[config.mk]
export PLATFORM = sky130hd
export DESIGN_NAME = mesi_bus_arbiter
export DESIGN_NICKNAME = d
export VERILOG_FILES = /design/src/rtl/mesi_bus_arbiter.sv
export SDC_FILE = /design/constraint.sdc
export NUM_CORES = 1
export LEC_CHECK = 0
export ABC_AREA = 1
export ABC_CLOCK_PERIOD_IN_PS = 3000
export CAP_MARGIN = 20
export CELL_PAD_IN_SITES_DETAIL_PLACEMENT = 0
export CELL_PAD_IN_SITES_GLOBAL_PLACEMENT = 2
export CORE_ASPECT_RATIO = 0.7
export CORE_MARGIN = 2
export CORE_UTILIZATION = 25
export CTS_CLUSTER_DIAMETER = 200
export CTS_CLUSTER_SIZE = 28
export DETAILED_ROUTE_END_ITERATION = 10
export PLACE_DENSITY_LB_ADDON = 0.25
export SYNTH_ARGS = -nofsm -noshare
export SYNTH_HDL_FRONTEND = slang
export SYNTH_SLANG_ARGS = --single-unit
[constraint.sdc]
create_clock -name clk -period 3 [get_ports clk]
set_clock_uncertainty 0.05 [all_clocks]
set_input_delay 0.3 -clock clk [delete_from_list [all_inputs] [get_ports clk]]
set_output_delay 0.3 -clock clk [all_outputs]
set_load 0.02 [all_outputs]
[src/rtl/mesi_bus_arbiter.sv]
// Round-robin arbiter and sequencer for the shared MESI snoop bus.
// Grants one requester, broadcasts its request, gathers snoop acks/shared flags and returns completion.
module mesi_bus_arbiter #(
  parameter int unsigned N_CACHES      = 4,
  parameter int unsigned ADDR_W        = 32,
  parameter int unsigned SNOOP_TIMEOUT = 15,
  localparam int unsigned SRC_W        = (N_CACHES > 1) ? $clog2(N_CACHES) : 1
) (
  input  logic                         clk,
  input  logic                         rst_n,
  input  logic [N_CACHES-1:0]          req_i,
  input  logic [2*N_CACHES-1:0]        req_type_i,
  input  logic [ADDR_W*N_CACHES-1:0]   req_addr_i,
  output logic [N_CACHES-1:0]          gnt_o,
  output logic                         bus_valid_o,
  output logic [1:0]                   bus_type_o,
  output logic [ADDR_W-1:0]            bus_addr_o,
  output logic [SRC_W-1:0]             bus_src_o,
  input  logic [N_CACHES-1:0]          snoop_ack_i,
  input  logic [N_CACHES-1:0]          snoop_shared_i,
  output logic [N_CACHES-1:0]          done_o,
  output logic                         bus_shared_o,
  output logic                         timeout_o
);

  localparam int unsigned TMR_W = $clog2(SNOOP_TIMEOUT) + 1;

  typedef enum logic [1:0] {IDLE, BUS, SNOOP, RESP} state_e;

  state_e                state_q, state_d;
  logic [SRC_W-1:0]      rr_ptr_q, rr_ptr_d;
  logic [SRC_W-1:0]      win_q, win_d;
  logic [1:0]            type_q, type_d;
  logic [ADDR_W-1:0]     addr_q, addr_d;
  logic [N_CACHES-1:0]   ack_acc_q, ack_acc_d;
  logic [N_CACHES-1:0]   shr_acc_q, shr_acc_d;
  logic [TMR_W-1:0]      timer_q, timer_d;
  logic                  tmo_q, tmo_d;

  logic [N_CACHES-1:0]   gnt_q, gnt_d;
  logic                  bus_valid_q, bus_valid_d;
  logic [1:0]            bus_type_q, bus_type_d;
  logic [ADDR_W-1:0]     bus_addr_q, bus_addr_d;
  logic [SRC_W-1:0]      bus_src_q, bus_src_d;
  logic [N_CACHES-1:0]   done_q, done_d;
  logic                  bus_shared_q, bus_shared_d;
  logic                  timeout_q, timeout_d;

  logic [N_CACHES-1:0]   elig;
  logic                  found;
  int unsigned           pick;
  int unsigned           idx;
  logic [1:0]            pick_type;
  logic [ADDR_W-1:0]     pick_addr;
  logic [N_CACHES-1:0]   src_mask;
  logic [N_CACHES-1:0]   win_mask_d;
  logic [N_CACHES-1:0]   ack_new;
  logic [N_CACHES-1:0]   shr_new;

  // Round-robin scan starting at rr_ptr for the first eligible requester
  always_comb begin
    elig      = '0;
    found     = 1'b0;
    pick      = 0;
    idx       = 0;
    pick_type = '0;
    pick_addr = '0;
    for (int i = 0; i < int'(N_CACHES); i++) begin
      elig[i] = req_i[i] && (req_type_i[2*i +: 2] != 2'b00);
    end
    for (int unsigned k = 0; k < N_CACHES; k++) begin
      idx = int'(rr_ptr_q) + k;
      if (idx >= N_CACHES) idx = idx - N_CACHES;
      if (!found && elig[idx]) begin
        found = 1'b1;
        pick  = idx;
      end
    end
    for (int unsigned i = 0; i < N_CACHES; i++) begin
      if (i == pick) begin
        pick_type = req_type_i[2*i +: 2];
        pick_addr = req_addr_i[ADDR_W*i +: ADDR_W];
      end
    end
  end

  always_comb begin
    state_d   = state_q;
    rr_ptr_d  = rr_ptr_q;
    win_d     = win_q;
    type_d    = type_q;
    addr_d    = addr_q;
    ack_acc_d = ack_acc_q;
    shr_acc_d = shr_acc_q;
    timer_d   = timer_q;
    tmo_d     = tmo_q;
    src_mask  = N_CACHES'(1) << win_q;
    // Source cache's own ack/shared never counts toward completion or sharing
    ack_new   = ack_acc_q | (snoop_ack_i & ~src_mask);
    shr_new   = shr_acc_q | (snoop_ack_i & snoop_shared_i & ~src_mask);

    unique case (state_q)
      IDLE: begin
        if (found) begin
          win_d   = SRC_W'(pick);
          type_d  = pick_type;
          addr_d  = pick_addr;
          state_d = BUS;
        end
      end
      BUS: begin
        ack_acc_d = '0;
        shr_acc_d = '0;
        timer_d   = '0;
        tmo_d     = 1'b0;
        state_d   = SNOOP;
      end
      SNOOP: begin
        ack_acc_d = ack_new;
        shr_acc_d = shr_new;
        if ((ack_new | src_mask) == '1) begin
          state_d = RESP;
        end else if (timer_q == TMR_W'(SNOOP_TIMEOUT - 1)) begin
          state_d = RESP;
          tmo_d   = 1'b1;
        end else begin
          timer_d = timer_q + TMR_W'(1);
        end
      end
      RESP: begin
        rr_ptr_d = (win_q == SRC_W'(N_CACHES - 1)) ? '0 : win_q + SRC_W'(1);
        state_d  = IDLE;
      end
      default: state_d = IDLE;
    endcase

    // Outputs registered from the next state and next latched data
    win_mask_d   = N_CACHES'(1) << win_d;
    gnt_d        = '0;
    bus_valid_d  = 1'b0;
    bus_type_d   = '0;
    bus_addr_d   = '0;
    bus_src_d    = '0;
    done_d       = '0;
    bus_shared_d = 1'b0;
    timeout_d    = 1'b0;
    if (state_d != IDLE) begin
      gnt_d      = win_mask_d;
      bus_type_d = type_d;
      bus_addr_d = addr_d;
      bus_src_d  = win_d;
    end
    if (state_d == BUS) bus_valid_d = 1'b1;
    if (state_d == RESP) begin
      done_d       = win_mask_d;
      bus_shared_d = |shr_acc_d;
      timeout_d    = tmo_d;
    end
  end

  always_ff @(posedge clk or negedge rst_n) begin
    if (!rst_n) begin
      state_q      <= IDLE;
      rr_ptr_q     <= '0;
      win_q        <= '0;
      type_q       <= '0;
      addr_q       <= '0;
      ack_acc_q    <= '0;
      shr_acc_q    <= '0;
      timer_q      <= '0;
      tmo_q        <= 1'b0;
      gnt_q        <= '0;
      bus_valid_q  <= 1'b0;
      bus_type_q   <= '0;
      bus_addr_q   <= '0;
      bus_src_q    <= '0;
      done_q       <= '0;
      bus_shared_q <= 1'b0;
      timeout_q    <= 1'b0;
    end else begin
      state_q      <= state_d;
      rr_ptr_q     <= rr_ptr_d;
      win_q        <= win_d;
      type_q       <= type_d;
      addr_q       <= addr_d;
      ack_acc_q    <= ack_acc_d;
      shr_acc_q    <= shr_acc_d;
      timer_q      <= timer_d;
      tmo_q        <= tmo_d;
      gnt_q        <= gnt_d;
      bus_valid_q  <= bus_valid_d;
      bus_type_q   <= bus_type_d;
      bus_addr_q   <= bus_addr_d;
      bus_src_q    <= bus_src_d;
      done_q       <= done_d;
      bus_shared_q <= bus_shared_d;
      timeout_q    <= timeout_d;
    end
  end

  assign gnt_o        = gnt_q;
  assign bus_valid_o  = bus_valid_q;
  assign bus_type_o   = bus_type_q;
  assign bus_addr_o   = bus_addr_q;
  assign bus_src_o    = bus_src_q;
  assign done_o       = done_q;
  assign bus_shared_o = bus_shared_q;
  assign timeout_o    = timeout_q;

endmodule

* After elaboration in Yosys (flattened, before gate mapping)
Cells that the tools add are included.
** Cells by class
- Shift-type cells :: 2
- Order comparisons :: 8
- Reduce and logical (&&, ||, !) cells :: 20
- Add/sub/neg operators :: 9
- Bitwise operators :: 7
- Muxes and demuxes :: 55
- Equal/unequal tests :: 13
** Operators with widths (count)
- two-way mux 32 bit :: 15
- < comparator 32 x 3 -> 1 bit, second input constant :: 4
- equality test 2 x 32 -> 1 bit, first input constant :: 2
- equality test 1 x 32 -> 1 bit, first input constant :: 1
- zero test 32 bit :: 1
- two-way mux 2 bit :: 14
- case mux 4 bit (2 select lines) :: 2
- two-way mux 1 bit :: 13
- bitwise AND 4 bit :: 3
- bitwise OR 4 bit :: 3
- nonzero test 2 bit :: 6
- subtractor 3 x 3 -> 4 bit, second input constant :: 3
- two-way mux 5 bit :: 2
- case mux 5 bit (2 select lines) :: 1
- greater-or-equal comparator 3 bit, second input constant :: 3
- binary-select mux 1 bit (select 2 bit) :: 4
- equality test 2 bit, second input constant :: 4
- two-way mux 4 bit :: 2
- case mux 2 bit (4 select lines) :: 1
- << shifter 1 x 2 -> 4 bit, first input constant :: 2
- logical AND 1 bit :: 7
- adder 2 x 2 -> 3 bit, second input constant :: 2
- adder 5 x 1 -> 5 bit, second input constant :: 1
- equality test 5 x 4 -> 1 bit, second input constant :: 1
- 13 further kinds :: 17
** Word-level totals
- Logic and storage cells :: 131
- Register bits after elaboration :: 101
- Output and inout port bits :: 47

* Longest topological paths before layout
- Depth in word-level cells :: 22
- Mapped depth :: 18

* Worst setup path before layout
OpenSTA, ideal clock, no wires.
- Path kind :: flip-flop to flip-flop
- Start point :: register rr_ptr_q[0]
- End point :: register addr_q[12]
- Arrival :: 2.162 ns
- Data required time :: 2.827 ns
- Slack :: 0.666 ns
- Stages on the path, launching flop included :: 18
- Clock period less this slack :: 2.334 ns
- Library setup time :: 0.123 ns
- Cell sequence :: dfrtp_1 > inv_2 > ha_1 > inv_1 > nand2_1 > nand2_2 > nand2_1 > nand2_1 > inv_2 > nand2_2 > nand2_4 > nand2_2 > inv_2 > buf_6 > nand3_1 > nand3_1 > nor2_1 > nor2_1
** On the way
- Cells in the longest elaborated chain, start to end :: 21
- Elaborated cells between the ends (all ways) :: 47
- Those cells by class :: add/sub (7); order compare (4); eq/ne (3); mux (26); reduce/logical (7)
** RTL lines
- start, declared :: line 31 : logic [SRC_W-1:0] rr_ptr_q, rr_ptr_d;
- start signal, assigned :: line 182 : rr_ptr_q <= rr_ptr_d;
- parallel branches: the longest is 19 deep, another holds subtractor 3 x 3 -> 4 bit
- two-way mux 32 bit (*) :: line 104 : if (found) begin
- two-way mux 32 bit (*) :: line 102 : unique case (state_q)
- net addr_d[12] :: line 34 : logic [ADDR_W-1:0] addr_q, addr_d;
- end signal, assigned :: line 185 : addr_q <= addr_d;
- end, declared :: line 34
Mark *: on every way through the listed nets, which the timed path passes. The select of a mux whose other input is x is not followed.
A chain may end at the register's enable or synchronous reset.

* Worst setup path in the final report
- Start point :: register rr_ptr_q[0]
- End point :: register bus_addr_q[3] (netlist: bus_addr_o[3])
** On the way
- Cells in the longest elaborated chain, start to end :: 22
- Elaborated cells between the ends (all ways) :: 51
- Those cells by class :: add/sub (7); order compare (4); eq/ne (3); mux (29); reduce/logical (8)
** RTL lines
- parallel branches: the longest is 21 deep, another holds subtractor 3 x 3 -> 4 bit
- two-way mux 32 bit (*) :: line 147 : if (state_d != IDLE) begin
- net bus_addr_d[3] :: line 43 : logic [ADDR_W-1:0] bus_addr_q, bus_addr_d;
- end signal, assigned :: line 193 : bus_addr_q <= bus_addr_d;
- end, declared :: line 43
Marked as above.

==> impl_metrics.ini <==
[outcome]
status = completed

[worst_setup_path]
worstPathArrival_ns = 2.90
path_class = reg2reg
critPathBufInv = 4
crit_family = simple AND/OR/NAND/NOR gates
crit_slowest_cell = dfrtp_2
slowest_delay_ns = 0.48
cp_max_fo = 19
ff2ff_path_depth = 15
crit_chain = inv_2 -> ha_1 -> inv_1 -> nand2_1 -> nand2_2 -> nor2_4 -> nand3_2 -> nand3_4 -> nand2_2 -> inv_2 -> buf_12 -> nand3_1 -> nand3_1 -> nor2_1 -> nor3_1
setup.worst_path.start_class = register
end_kind = register
crit_required_ns = 3.17
path_depth = 15

[placed_design]
io_buffers = 196
hpwl_mm = 14.37
gp_congestion = 0.8360
placed_cells = 1154

[min_path]
hp-class = reg2reg
hold_path_depth = 2

[sta]
fmax_mhz = 365.6
worst_pin_slew_ns = 0.7482
fin_crit_sh = 0.9117
setup_violations = 0
fin_tns_setup_ns = 0
rsz0062_at_grt = no
finalMaxSlewViolations = 0
fin_crit_ns = 2.735
slew-limit-headroom = 0.5012
hold_slack_ns = 0.4211
hold_viol = 0

[power_and_ir_drop]
p_leak_nw = 3.628
power_mw = 10.51
p_per_area_nw_per_um2 = 1276
max-vdd-ir-drop_v = 0.0005040

[die]
die_area_um2 = 23660
die_w_um = 183.0
core_um2 = 21850
start_util = 0.2566
die_h_um = 129.3
io_pins = 197
num_rows = 45

[synth]
synthArstFlopShare = 1.000
seq_area_frac_synth = 0.4508
synth_edf_count = 0
syn_area_um2 = 5607
ys.warnings.count = 0
yosys.area_share.xor_xnor = 0.001562
synth_area_leader_cell = dfrtp_1
synth_area_leaders = dfrtp_1, nand3_1, nor2_1, nand2_1, nor3_2
synthCells = 693
synthAdderAreaFrac = 0.03347
synth_cell_type_count = 31
synth_compound_area_frac = 0.03459
synth_top_family_by_area = simple AND/OR/NAND/NOR gates
muxShareOfSynthArea = 0
synthSimpleGateAreaFrac = 0.4001
synth.ff_latch_count = 101
synth_top_flop_cell = dfrtp_1
syn_area_per_cell_um2 = 8.090
yosysTopAreaCellShare = 0.4508
synthesis.nets = 858

[final_layout]
final_cells = 1173
n_fill_cell = 2237
area_growth_pct = 46.89
fin_nets = 1049
drive_above_1_share = 0.1024

[detailed_routing]
drc = 0
vias = 5420
vias_per_cell = 4.621
drt-pass1-iter-count = 5
antenna_left = 0
dr.first_iter.drc_count = 280
finalWirelength_mm = 19.14
wire_per_inst_um = 16.31

[grt]
antenna_found_initial = 1
grt.total_usage = 0.1656
grt_pass1_vias = 5611
grt_pass1_wl_mm = 30.04
overflow = 0
grt_max_degree = 61

[clock_network]
clock_latency_ns = 0.35
cts_buffers = 9
cts_tree = built
clockBufferDepth = 2
clkTransAtPathRegs_ns = 0.07
clock_sinks = 101
htree_levels = 3
clockRootBuffer = clkbuf_16

[flow_run]
drv_cap = 0
## sequential cells by signal (all words and copies together) (netlist names), 4 cells and up
name / cells
addr_q: 32
ack_acc_q: 4
bus_addr_o: 32
timer_q: 5
gnt_o: 4
shr_acc_q: 4
done_o: 4
## placed cells by master (no fill, tap or decap)
| master | n |
|---|---|
| nor3b_1 | 1 |
| clkbuf_16 | 9 |
| nand3b_1 | 1 |
| clkinvlp_4 | 1 |
| clkdlybuf4s50_1 | 195 |
| dlygate4sd3_1 | 1 |
| nand2_2 | 5 |
| nor2_2 | 3 |
| nor3_1 | 12 |
| xor2_1 | 1 |
| clkinv_2 | 2 |
| nor2_8 | 4 |
| nand4_1 | 17 |
| nand2_4 | 1 |
| o22ai_1 | 1 |
| nor4_1 | 2 |
| nand3_4 | 1 |
| diode_2 | 2 |
| clkbuf_1 | 1 |
| o21ai_2 | 2 |
| ha_1 | 15 |
| nor2_4 | 5 |
| a21oi_1 | 21 |
| nor3_2 | 21 |
| dfrtp_1 | 99 |
| o21ai_1 | 4 |
| o21ai_0 | 9 |
| inv_6 | 3 |
| buf_4 | 13 |
| nand3_2 | 4 |
| inv_2 | 7 |
| dfrtp_2 | 2 |
| nand3_1 | 168 |
| inv_1 | 50 |
| nor2_1 | 101 |
| nand2_1 | 99 |
| buf_12 | 8 |
## synth_stat cells (5+ instances only)
library cell	n
buf_6	8
a21oi_1	21
nand2_2	5
nand3_1	168
nand2_1	99
ha_1	15
inv_2	7
o21ai_0	9
nand4_1	17
clkbuf_1	8
nor2_1	102
nor3_2	21
dfrtp_1	101
nor3_1	12
buf_2	14
inv_1	50
## through the flow
| step | setup slack [ns] | util | instance area [um^2] |
|---|---|---|---|
| after floorplan | 0.6657 | - | 5607 |
| after global placement | 0.1553 | 0.3637 | 7945 |
| after detailed placement | 0.06945 | 0.3637 | 7945 |
| after CTS | 0.1165 | 0.3766 | 8228 |
| after global routing | 0.02344 | 0.3767 | 8230 |
| final | 0.2650 | 0.3770 | 8235 |
## worst reg2reg max path, stage by stage, from the launching register on
cell and delay, ns:
dfrtp_2 0.48, inv_2 0.06, ha_1 0.34, inv_1 0.11, nand2_1 0.11, nand2_2 0.14
nor2_4 0.06, nand3_2 0.07, nand3_4 0.22, nand2_2 0.19, inv_2 0.11, buf_12 0.18
nand3_1 0.08, nand3_1 0.07, nor2_1 0.25, nor3_1 0.09
## routing by layer
layer / share of wire / global-route usage / wire, um
met1: 0.47 / 0.2210 / 8908
met2: 0.43 / 0.2527 / 8153
met3: 0.098 / 0.06521 / 1866
met4: 0.011 / 0.04047 / 207
met5: 0 / 0 / 0
## logic make-up (layout without fill, tap and decap cells)
family          after synthesis  in the layout
compound gates               37             37
xor+xnor                      1              1
flops                       101            101
buf+inv                      94            290
fa+ha+maj                    15             15
other cells                   0              2
simple gates                445            445
## final timing paths
check,start,to,slack [ns]
setup / recovery,rr_ptr_q[0],bus_addr_o[3],0.26
hold / removal,addr_q[31],addr_q[31],0.42
setup reg to reg,rr_ptr_q[0],bus_addr_o[3],0.26
hold reg to reg,addr_q[31],addr_q[31],0.42
max in group asynchronous,rst_n,addr_q[4],1.66
min in group asynchronous,rst_n,bus_addr_o[27],0.49
## where the power goes
part	switching [mW]	internal [mW]	leakage (nW)
clock network	0.541	0.570	0.134
logic	4.49	2.67	2.25
registers	0.233	2.01	1.25
## area by class of cell
cell class	count	area [um^2]	share of cell area
clock inverters	6	43.79	0.005318
clock buffers	10	229.0	0.02780
flip-flops and latches	101	2530	0.3072
inverters	57	214.0	0.02598
repair buffers	217	2220	0.2695
multi-input cells	498	2641	0.3207
well taps	282	352.8	0.04284
diodes	2	5.005	0.0006077
## timing repair
item	CTS	global route
hold buffers	1	0
setup endpoints to repair	0	7
gates resized for setup	0	2
hold endpoints to repair	12	0
buffers inserted	0	0
No activity file was read; power rests on OpenSTA's default activity.
